File: config.mk
export PLATFORM = sky130hd
export DESIGN_NAME = mfm_pulse_enc
export DESIGN_NICKNAME = d
export VERILOG_FILES = /design/src/rtl/floppy_pkg.sv /design/src/rtl/mfm_cell_timer.sv /design/src/rtl/mfm_pulse_enc.sv
export SDC_FILE = /design/constraint.sdc
export NUM_CORES = 1
export LEC_CHECK = 0
export CAP_MARGIN = 20
export CORE_UTILIZATION = 40
export CTS_CLUSTER_SIZE = 12
export DETAILED_ROUTE_END_ITERATION = 10
export GPL_ROUTABILITY_DRIVEN = 0
export PLACE_DENSITY = 0.7
export SYNTH_ARGS = -nofsm -noshare
export SYNTH_HDL_FRONTEND = slang
export SYNTH_SLANG_ARGS = --single-unit
File: constraint.sdc
create_clock -name clk -period 5.61 [get_ports clk]
set_input_delay 1.122 -clock clk [delete_from_list [all_inputs] [get_ports clk]]
set_output_delay 1.122 -clock clk [all_outputs]
set_load 0.02 [all_outputs]
File: src/rtl/floppy_pkg.sv
// floppy_pkg: shared MFM constants, types and the byte-to-cell encoder
package floppy_pkg;
  localparam logic [7:0] GAP_BYTE = 8'h4E;
  localparam logic [7:0] SYNC_BYTE = 8'hA1;
  localparam int SYNC_CLK_IDX = 5;
  typedef logic [15:0] mfm_word_t;
  typedef enum logic {IDLE, SHIFT} enc_state_e;
  function automatic mfm_word_t mfm_encode(input logic [7:0] d, input logic sync, input logic prev);
    mfm_word_t w;
    logic p;
    w = '0;
    p = prev;
    for (int i = 0; i < 8; i++) begin
      w[15-2*i] = !d[7-i] && !p && !(sync && i == SYNC_CLK_IDX);
      w[14-2*i] = d[7-i];
      p = d[7-i];
    end
    return w;
  endfunction
endpackage

File: src/rtl/mfm_cell_timer.sv
// mfm_cell_timer: clock counter within a cell and cell index within a byte
module mfm_cell_timer #(
  parameter int HALF_CYC = 50,
  parameter int CW = $clog2(HALF_CYC)
) (
  input  logic          clk,
  input  logic          rst_n,
  input  logic          run_i,
  output logic [CW-1:0] cnt_nxt_o,
  output logic [3:0]    idx_nxt_o,
  output logic          last_o
);
  localparam logic [CW-1:0] CNT_MAX = CW'(HALF_CYC - 1);
  logic [CW-1:0] cnt_q, cnt_d;
  logic [3:0] idx_q, idx_d;
  logic wrap;
  // counters rest at zero when idle; the cell index wraps 15->0 so bytes chain with no gap
  always_comb begin
    wrap = run_i && cnt_q == CNT_MAX;
    last_o = wrap && idx_q == 4'd15;
    cnt_d = (!run_i || wrap) ? '0 : cnt_q + 1'b1;
    idx_d = !run_i ? '0 : idx_q + {3'd0, wrap};
  end
  // counter registers
  always_ff @(posedge clk or negedge rst_n) begin
    if (!rst_n) begin
      cnt_q <= '0;
      idx_q <= '0;
    end else begin
      cnt_q <= cnt_d;
      idx_q <= idx_d;
    end
  end
  assign cnt_nxt_o = cnt_d;
  assign idx_nxt_o = idx_d;
endmodule

File: src/rtl/mfm_pulse_enc.sv
// mfm_pulse_enc: MFM-encodes handshaked bytes into timed active-low read pulses
module mfm_pulse_enc #(
  parameter int HALF_CYC = 50,
  parameter int PULSE_CYC = 10
) (
  input  logic       clk,
  input  logic       rst,
  input  logic       enable,
  input  logic [7:0] in_data,
  input  logic       in_sync,
  input  logic       in_valid,
  output logic       in_ready,
  output logic       rd_data,
  output logic       busy,
  output logic       underrun
);
  import floppy_pkg::*;
  localparam int CW = $clog2(HALF_CYC);
  localparam logic [CW-1:0] PULSE_LIM = CW'(PULSE_CYC);
  enc_state_e state_q, state_d;
  logic hold_full_q, hold_full_d, hold_sync_q, hold_sync_d, prev_q, prev_d;
  logic [7:0] hold_data_q, hold_data_d;
  mfm_word_t word_q, word_d;
  logic rd_data_q, rd_data_d, busy_q, busy_d, underrun_q, underrun_d;
  logic load_idle, load_next, load_gap, load, accept, last;
  logic [CW-1:0] cnt_d;
  logic [3:0] idx_d;
  mfm_cell_timer #(.HALF_CYC(HALF_CYC), .CW(CW)) u_timer (
    .clk(clk), .rst_n(rst), .run_i(state_q == SHIFT),
    .cnt_nxt_o(cnt_d), .idx_nxt_o(idx_d), .last_o(last)
  );
  // FSM state register
  always_ff @(posedge clk or negedge rst) begin
    if (!rst) state_q <= IDLE;
    else state_q <= state_d;
  end
  // next state: start when a byte waits, stop only at a byte boundary
  always_comb begin
    load_idle = state_q == IDLE && enable && hold_full_q;
    load_next = last && enable && hold_full_q;
    load_gap = last && enable && !hold_full_q;
    state_d = (state_q == IDLE) ? (load_idle ? SHIFT : IDLE) : ((last && !enable) ? IDLE : SHIFT);
  end
  // outputs and datapath: encode at load time, drive pulses from next-cycle cell position
  always_comb begin
    load = load_idle || load_next;
    accept = in_valid && !hold_full_q;
    hold_full_d = accept ? 1'b1 : (load ? 1'b0 : hold_full_q);
    hold_data_d = accept ? in_data : hold_data_q;
    hold_sync_d = accept ? in_sync : hold_sync_q;
    word_d = load ? mfm_encode(hold_data_q, hold_sync_q, load_next && prev_q)
           : (load_gap ? mfm_encode(GAP_BYTE, 1'b0, prev_q) : word_q);
    prev_d = load ? hold_data_q[7] : (load_gap ? GAP_BYTE[7] : prev_q);
    rd_data_d = !(state_d == SHIFT && word_d[4'd15 - idx_d] && cnt_d < PULSE_LIM);
    busy_d = state_d == SHIFT;
    underrun_d = load_gap;
  end
  // datapath and output registers; reset forces rd_data high immediately
  always_ff @(posedge clk or negedge rst) begin
    if (!rst) begin
      hold_full_q <= 1'b0;
      hold_data_q <= '0;
      hold_sync_q <= 1'b0;
      word_q <= '0;
      prev_q <= 1'b0;
      rd_data_q <= 1'b1;
      busy_q <= 1'b0;
      underrun_q <= 1'b0;
    end else begin
      hold_full_q <= hold_full_d;
      hold_data_q <= hold_data_d;
      hold_sync_q <= hold_sync_d;
      word_q <= word_d;
      prev_q <= prev_d;
      rd_data_q <= rd_data_d;
      busy_q <= busy_d;
      underrun_q <= underrun_d;
    end
  end
  assign in_ready = !hold_full_q;
  assign rd_data = rd_data_q;
  assign busy = busy_q;
  assign underrun = underrun_q;
endmodule

==> metrics.cfg, run 1 <==
[cts]
cts.repair_timing.setup_buffer_count = 0
cts.clk_slew.worst_paths_ns = 0.07
ctsHoldBuffers = 0
cts.sinks = 40
clock_path_buffers = 2
cts_root_buf = clkbuf_8
cts_made_buffers = 5
cts.htree.levels = 2
tritoncts = yes
cts_resized = 0
clkLatencyLatePin_ns = 0.30

[pwr]
ir_drop_mv = 0.1993
fin_total_pwr_mw = 1.074
cellLeakagePower_nw = 1.001
power_density_mw_per_mm2 = 460.3

[sta]
skew_ns = 0.01352
fin_crit_sh_pct = 59.38
fin_tns_setup_ns = 0
relSlewSlack_pct = 42.62
setup_ws_ns = 2.279
setup_viol = 0
holdWs_ns = 0.4702
worst_pin_slew_ns = 0.8607
min_period_ns = 3.331
timing_hold_violations_final = 0
drv_slew = 0
rsz0062_at_grt = false
max_freq_mhz = 300.2

[route]
first_pass_iters = 4
drt-wirelength-per-cell_um = 15.26
vias_per_cell = 5.546
routed_wl_mm = 4.273
vias = 1553
drt_iter0_drc = 149
ant_nets = 0
drc = 0

[floorplan]
die_x_um = 73.47
rows = 25
die_h_um = 73.47
core_sq_mm = 0.004817
die_area_sq_mm = 0.005398
start_util_pct = 42.42
io_pins = 17

[logic_synthesis]
synth_top_area_share_pct = 47.76
synth_edf_count = 0
syn_area_sq_mm = 0.002043
yosys_warnings = 0
yosys-top-cells-area = dfrtp_1 (48%), mux2_2 (5.5%), nand2_1 (4.6%), a21oi_1 (2.4%), ha_1 (2.4%)
synth-seq-cells = 40
yosysMostFrequentCell = dfrtp_1
async_flop_share_pct = 100.0
synth_commonest_cells = dfrtp_1 (39), nand2_1 (25), nor2_1 (13)
syn_nets = 213
syn_inst = 196
synth_ff_type = dfrtp_1
synth_area_per_cell_sq_um = 10.42
seq_area_frac_synth_pct = 49.05
synth_top_area_cell = dfrtp_1
synth.lib_cells_used.distinct = 56

[critical_path]
cp_data_required_time_ns = 5.83
cp.arrival_ns = 3.55
crit_type = in2reg
end_kind = register
worstPathMaxFanout = 7
cp-start-kind = primary input

[global_routing]
grt.overflow.total = 0
grt_pass1_wl_mm = 7.231
grt_use_total_pct = 17.88
antenna_found_initial = 0
grt_pass1_vias = 1488
grt_start_max_net_pins = 41

[final_layout]
area_delta_synth_final_pct = 14.21
drive_gt1_share_pct = 11.27
final_util_pct = 48.44
fin_cells = 280
layout.nets = 229
antenna_cells = 0
finish.instance_area_sq_mm = 0.002333

[placement]
pre_cts_ws_ns = 2.005
dp_hpwl_mm = 3.092
numPortBuffers = 16
dpl_cell_area_sq_mm = 0.002240
dpl.cell_count = 272

[worst_hold_path]
hp-class = reg2reg

[status]
status = completed

[job]
maxCapViolations = 0

## cells in the final DEF, fill, tap and decap left out, drive strengths merged, types with 5 or more instances in the layout
master / netlist / routed
nand3: 6 / 6
clkbuf: 3 / 7
o21ai: 5 / 5
and2: 5 / 5
nor2: 13 / 13
clkdlybuf4s50: 0 / 15
a21oi: 10 / 10
inv: 10 / 10
a2bb2oi: 5 / 5
mux2: 10 / 10
dfrtp: 39 / 39
nand2: 25 / 25
## registers in the layout, summed over array words and instances, names as in the netlist, 4 cells and up
signal / count
u_timer.cnt_q: 6
word_q: 16
hold_data_q: 8
u_timer.idx_q: 4
## layer usage
| metal | vias to the layer above | share of wire (%) | GRT usage (%) |
|---|---|---|---|
| li1 | 755 | - | - |
| met1 | 744 | 48 | 24.63 |
| met2 | 46 | 44 | 26.40 |
| met3 | 8 | 5.9 | 6.036 |
| met4 | 0 | 1.4 | 5.769 |
| met5 | - | 0 | 0 |
## worst max-delay path: stages
cell and delay [ns]:
clkdlybuf4s50_1 0.56, and2_1 0.30, nand4_1 0.31, and2_1 0.33, or4_1 0.44, a31oi_1 0.23, o2111a_1 0.21, a2bb2oi_2 0.06
## final timing paths
path	from	to	slack (ns)	depth (start not counted)
setup / recovery	enable	rd_data$_DFF_PN1_	2.28	8
hold / removal	word_q[5]$_DFF_PN0_	word_q[5]$_DFF_PN0_	0.47	2
hold reg to reg	word_q[5]$_DFF_PN0_	word_q[5]$_DFF_PN0_	0.47	2
max in group asynchronous	rst	u_timer.idx_q[1]$_DFF_PN0_	4.14	1
setup reg to reg	u_timer.cnt_q[0]$_DFF_PN0_	rd_data$_DFF_PN1_	2.71	12
min in group asynchronous	rst	u_timer.cnt_q[4]$_DFF_PN0_	0.93	1
## cells by family after synthesis
kind of cell / share of synthesized area [%]
fa+ha+maj: 2.450
buf+inv: 4.102
compound gates: 19.17
simple gates: 17.08
xor+xnor: 2.144
flops: 49.05
mux: 6.001
## power by group
group          leakage [nW]  switching (mW)  internal (mW)  total, mW
combinational         0.474           0.182          0.185      0.367
sequential            0.482           0.107          0.401      0.508
clock                0.0445          0.0993         0.0999      0.199
## layout make-up
class	count	area, sq um
Clock buffer	7	86.33
Clock inverter	1	7.507
Fill cell	470	2484
Inverter	11	41.29
Multi-Input combinational cell	138	957.2
Sequential cell	40	1002
Tap cell	67	83.83
Timing Repair Buffer	16	155.1
Power figures use the tool's default switching activity.
==> inputs of run 2 (changes only) <==
==> constraint.sdc (replaced) <==
create_clock -name clk -period 3.44 [get_ports clk]
set_input_delay 0.688 -clock clk [delete_from_list [all_inputs] [get_ports clk]]
set_output_delay 0.688 -clock clk [all_outputs]
set_load 0.02 [all_outputs]
==> run 2 against run 1 <==
Net effect: combinational power grew 62%; non-clock buffer count grew 2; via count grew 1.9%; core utilization grew 0.29 points; cell area grew 0.59%; hold slack gained 0.019 ns; final cell count grew 0.71%; critical path type is now reg2reg; critical endpoint unchanged.
==> metrics.cfg, run 2 (synthesis gave the netlist of run 1 again) <==
[cts]
cts.repair_timing.setup_buffer_count = 0  ; unchanged
cts.sinks = 40  ; unchanged
ctsHoldBuffers = 0  ; unchanged
cts_made_buffers = 5  ; unchanged
clock_path_buffers = 2  ; unchanged
cts_resized = 0  ; unchanged
cts_root_buf = clkbuf_8
clkLatencyLatePin_ns = 0.29  ; about the same
tritoncts = yes
cts.clk_slew.worst_paths_ns = 0.08  ; about the same
cts.htree.levels = 2  ; unchanged

[worst_hold_path]
hp-class = reg2reg

[floorplan]
die_area_sq_mm = 0.005398  ; unchanged
die_h_um = 73.47  ; unchanged
die_x_um = 73.47  ; unchanged
io_pins = 17  ; unchanged
start_util_pct = 42.42  ; unchanged
core_sq_mm = 0.004817  ; unchanged
rows = 25  ; unchanged

[critical_path]
cp-startpoint = u_timer.cnt_q[0]$_DFF_PN0_
reg2reg_from = u_timer.cnt_q[0]$_DFF_PN0_
r2r-end = rd_data$_DFF_PN1_
cp-start-kind = register
endpoint = rd_data$_DFF_PN1_
cp_data_required_time_ns = 3.67  ; -2.16 ns
cp.arrival_ns = 3.12  ; -0.43 ns
r2r_slack_ns = 0.55  ; -2.16 ns
end_kind = register
worstPathMaxFanout = 6  ; -1
r2r_cells = 12  ; unchanged
crit_type = reg2reg

[sta]
drv_slew = 0  ; unchanged
min_period_ns = 2.892
worst_pin_slew_ns = 0.8542  ; -0.006544 ns
skew_ns = 0.003623  ; -0.009893 ns
rsz0062_at_grt = false
fin_crit_sh_pct = 84.07
fin_tns_setup_ns = 0  ; unchanged
timing_hold_violations_final = 0  ; unchanged
relSlewSlack_pct = 43.05  ; +0.44 points
setup_viol = 0  ; unchanged
max_freq_mhz = 345.8

[job]
maxCapViolations = 0  ; unchanged

[status]
status = completed

[placement]
numPortBuffers = 16  ; unchanged
dp_hpwl_mm = 3.080  ; -0.40%

[route]
routed_wl_mm = 4.214  ; -1.4%
first_pass_iters = 4  ; unchanged
vias_per_cell = 5.613  ; +1.2%
drc = 0  ; unchanged
drt-wirelength-per-cell_um = 14.94  ; -2.1%
drt_iter0_drc = 141  ; -5.4%
ant_nets = 0  ; unchanged
vias = 1583  ; +1.9%

[global_routing]
use_met1_pct = 24.28  ; -0.35 points
antenna_found_initial = 0  ; unchanged
grt.overflow.total = 0  ; unchanged
use_met3_pct = 3.429  ; -2.6 points
busiest_layer = met2
grt_pass1_wl_mm = 7.093  ; -1.9%
grt_start_max_net_pins = 41  ; unchanged
grt_pass1_vias = 1484  ; -0.27%
grt_use_total_pct = 17.36  ; -0.53 points
use_met2_pct = 25.79  ; -0.61 points

[final_layout]
drive_gt1_share_pct = 12.56  ; +1.3 points
antenna_cells = 0  ; unchanged
largest_reg_flops = 16  ; unchanged
final_util_pct = 48.73  ; +0.29 points
fillers = 475  ; +1.1%
area_delta_synth_final_pct = 14.88
reg_top3 = word_q x16, hold_data_q x8, u_timer.cnt_q x6
regMostFlops = word_q
layout.nets = 231  ; +0.87%
final_cell_mix = dfrtp_1 (39), nand2_1 (25), clkdlybuf4s50_1 (15)
final_common_cell = dfrtp_1

[pwr]
cellLeakagePower_nw = 1.017  ; +1.6%
ir_drop_mv = 0.3001  ; +51%
power_density_mw_per_mm2 = 744.7  ; +62%

==> run 2: cell types whose count changed in the layout (fill, tap and decap cells not counted) <==
cell        change
clkinv_2        +2
clkinvlp_4      -1
buf_4           +2
clkbuf_1        -1
==> run 2: layout make-up <==
class	count	area, sq um	area share [%]
Inverter	11	41.29	1.759
Clock buffer	6	82.58	3.518
Timing Repair Buffer	18	170.2	7.249
Sequential cell	40	1002	42.70
Multi-Input combinational cell	138	957.2	40.78
Clock inverter	2	10.01	0.4264
Tap cell	67	83.83	3.571
==> run 2: worst min-delay path by stage <==
stage | endpoint | slack, ns | from | depth (start not counted)
floorplan | busy$_DFF_PN0_ | 0.39 | rst | 0
global placement | word_q[5]$_DFF_PN0_ | 0.45 | word_q[5]$_DFF_PN0_ | 2
detailed placement | word_q[5]$_DFF_PN0_ | 0.46 | word_q[5]$_DFF_PN0_ | 2
CTS | word_q[5]$_DFF_PN0_ | 0.48 | word_q[5]$_DFF_PN0_ | 2
global route | word_q[5]$_DFF_PN0_ | 0.50 | word_q[5]$_DFF_PN0_ | 2
finish | word_q[5]$_DFF_PN0_ | 0.49 | word_q[5]$_DFF_PN0_ | 2
==> run 2: stage by stage <==
stage,setup slack [ns],hold WS (ns),instances,power (mW),area (sq um)
after global placement,0.3508,0.4549,274,1.422,2255
after floorplan,0.8264,0.3924,196,1.244,2043
after global routing,0.2984,0.5020,282,1.872,2347
after detailed placement,0.3054,0.4641,274,1.431,2255
final,0.5479,0.4891,282,1.748,2347
after CTS,0.5529,0.4801,282,1.755,2347
==> run 2: per-layer routing <==
| layer | up-vias | share of wire, % |
|---|---|---|
| li1 | 757 | - |
| met1 | 764 | 48 |
| met2 | 51 | 43 |
| met3 | 11 | 5.4 |
| met4 | 0 | 2.8 |
| met5 | - | 0 |
==> run 2: report_power, final <==
part | internal (mW) | total, mW | switching (mW)
sequential | 0.655 | 0.832 | 0.177
clock | 0.160 | 0.321 | 0.161
combinational | 0.305 | 0.595 | 0.291
total | 1.12 | 1.75 | 0.628
==> run 2: worst max-delay path: stages, from the launching register on <==
cell and delay, ns:
dfrtp_1 0.42, ha_1 0.22, and4bb_2 0.27, and3_1 0.20, ha_1 0.20, ha_1 0.19
xor2_1 0.17, nand2_1 0.15, inv_1 0.14, a2111oi_0 0.46, a2bb2oi_1 0.14, o211ai_1 0.12
a2bb2oi_2 0.16
==> inputs of run 3 (changes only) <==
==> constraint.sdc (replaced) <==
create_clock -name clk -period 3.05 [get_ports clk]
set_input_delay 0.61 -clock clk [delete_from_list [all_inputs] [get_ports clk]]
set_output_delay 0.61 -clock clk [all_outputs]
set_load 0.02 [all_outputs]
==> run 3 against run 2 <==
Net effect: hold slack got worse by 0.082 ns; largest power group unchanged; wire length rose by 3.9%; largest cell class unchanged; die area did not move; sequential cell count did not move; global-route usage rose by 1.0 points; combinational power rose by 14%; critical path depth fell by 1.
==> metrics.cfg, run 3 (synthesis gave the netlist of run 1 again) <==
[status]
status = completed

[global_routing]
busiest_layer = met2
grt_pass1_wl_mm = 7.369  ; +3.9%
antenna_found_initial = 0  ; unchanged
use_met1_pct = 25.85  ; +1.6 points
grt.overflow.total = 0  ; unchanged
use_met2_pct = 27.32  ; +1.5 points
grt_pass1_vias = 1520  ; +2.4%
grt_start_max_net_pins = 41  ; unchanged
use_met3_pct = 3.978  ; +0.55 points
grt_use_total_pct = 18.38  ; +1.0 points

[cts]
clock_path_buffers = 2  ; unchanged
cts.clk_slew.worst_paths_ns = 0.08  ; about the same
cts_root_buf = clkbuf_8
ctsHoldBuffers = 0  ; unchanged
cts.sinks = 40  ; unchanged
clkLatencyLatePin_ns = 0.30  ; about the same
cts.htree.levels = 2  ; unchanged
cts_made_buffers = 5  ; unchanged
cts.repair_timing.setup_buffer_count = 0  ; unchanged
tritoncts = yes
cts_resized = 0  ; unchanged

[sta]
holdWs_ns = 0.4072  ; -0.08185 ns
worst_pin_slew_ns = 0.8526  ; -0.001628 ns
fin_tns_setup_ns = 0  ; unchanged
timing_hold_violations_final = 0  ; unchanged
skew_ns = 0.007407  ; +0.003784 ns
rsz0062_at_grt = false
drv_slew = 0  ; unchanged
setup_viol = 0  ; unchanged
min_period_ns = 2.797  ; -0.09544 ns
max_freq_mhz = 357.6  ; +3.4%
relSlewSlack_pct = 43.16  ; +0.11 points
fin_crit_sh_pct = 91.70  ; +7.6 points

[final_layout]
antenna_cells = 0  ; unchanged
final_cell_mix = dfrtp_1 (39), nand2_1 (25), clkdlybuf4s50_1 (15)
multi_input_area_sq_um = 957.2  ; unchanged
drive_gt1_share_pct = 13.36  ; +0.81 points
largest_reg_flops = 16  ; unchanged
fillers = 479  ; +0.84%
layout.nets = 233  ; +0.87%
final-seq-area_sq_mm = 0.001002  ; unchanged
final_common_cell = dfrtp_1
reg_top3 = word_q x16, hold_data_q x8, u_timer.cnt_q x6
regMostFlops = word_q
area_delta_synth_final_pct = 16.53

[floorplan]
die_h_um = 73.47  ; unchanged
die_x_um = 73.47  ; unchanged
die_area_sq_mm = 0.005398  ; unchanged
core_sq_mm = 0.004817  ; unchanged
start_util_pct = 42.42  ; unchanged
rows = 25  ; unchanged
io_pins = 17  ; unchanged

[pwr]
cellLeakagePower_nw = 1.030  ; +1.3%
power_density_mw_per_mm2 = 860.2  ; +16%
ir_drop_mv = 0.3912  ; +30%

[route]
drt_iter0_drc = 117  ; -17%
vias = 1589  ; +0.38%
vias_per_cell = 5.595  ; -0.33%
routed_wl_mm = 4.378  ; +3.9%
first_pass_iters = 4  ; unchanged
drt-wirelength-per-cell_um = 15.42  ; +3.2%
drc = 0  ; unchanged
ant_nets = 0  ; unchanged

[critical_path]
r2r_cells = 11  ; -1
reg2reg_from = u_timer.cnt_q[0]$_DFF_PN0_
r2r-end = rd_data$_DFF_PN1_
cp.arrival_ns = 3.03  ; -0.09 ns
cp_data_required_time_ns = 3.28  ; -0.39 ns
crit_type = reg2reg
r2r_slack_ns = 0.25  ; -0.29 ns
worstPathMaxFanout = 6  ; unchanged
crit_chain = ha_1 > and4bb_2 > and3_1 > ha_1 > ha_1 > xor2_1 > nand2_1 > inv_1 > or4_1 > o2111a_1 > a2bb2oi_2
cpMaxStageDelayCell = or4_1
end_kind = register
cp_slowest_stage_delay_ns = 0.55  ; +0.09 ns
cp-start-kind = register
cp-startpoint = u_timer.cnt_q[0]$_DFF_PN0_
crit_top_cell = ha_1

[placement]
numPortBuffers = 16  ; unchanged
dp_hpwl_mm = 3.195  ; +3.7%

[worst_hold_path]
hp-class = in2async

[job]
maxCapViolations = 0  ; unchanged

run 3: report_power, final:
group          switching, mW  leakage [nW]  total, mW  internal (mW)
registers              0.199         0.482      0.937          0.738
clock network          0.193        0.0541      0.435          0.242
logic                  0.332         0.493      0.676          0.344
total                  0.724          1.03       2.05           1.32
run 3: area by class of cell:
type	instances	share of cell area, %
well taps	67	3.521
flip-flops and latches	40	42.09
clock inverters	3	1.787
inverters	11	1.734
repair buffers	20	7.777
clock buffers	5	2.890
multi-input cells	138	40.20
run 3: routing by layer:
layer / vias to the layer above / wire length [um]
met5: - / 0
met4: 0 / 92
met1: 762 / 2046
met2: 54 / 1981
li1: 762 / -
met3: 11 / 257
run 3: worst max-delay path by stage:
stage / end / slack [ns] / cells past startpoint
after CTS: rd_data$_DFF_PN1_ / 0.27 / 11
after floorplan: rd_data$_DFF_PN1_ / 0.44 / 10
after global routing: rd_data$_DFF_PN1_ / 0.09 / 12
after detailed placement: rd_data$_DFF_PN1_ / 0.19 / 8
after global placement: rd_data$_DFF_PN1_ / 0.19 / 8
final: rd_data$_DFF_PN1_ / 0.25 / 11
run 3: through the flow:
step	instances	utilization (%)	total power, mW	instance area [sq um]	setup slack (ns)
global placement	276	47.12	1.603	2270	0.1907
CTS	284	49.43	2.056	2381	0.2693
finish	284	49.43	2.048	2381	0.2533
floorplan	196	-	1.404	2043	0.4364
global route	284	49.43	2.191	2381	0.08659
detailed placement	276	47.12	1.620	2270	0.1899
run 3: critical path: cells and delay by family (launching register included):
| kind | cells | cell delay, ns |
|---|---|---|
| compound gates | 2 | 0.27 |
| flops | 1 | 0.42 |
| simple gates | 4 | 1.16 |
| xor+xnor | 1 | 0.16 |
| fa+ha+maj | 3 | 0.61 |
| buf+inv | 1 | 0.12 |
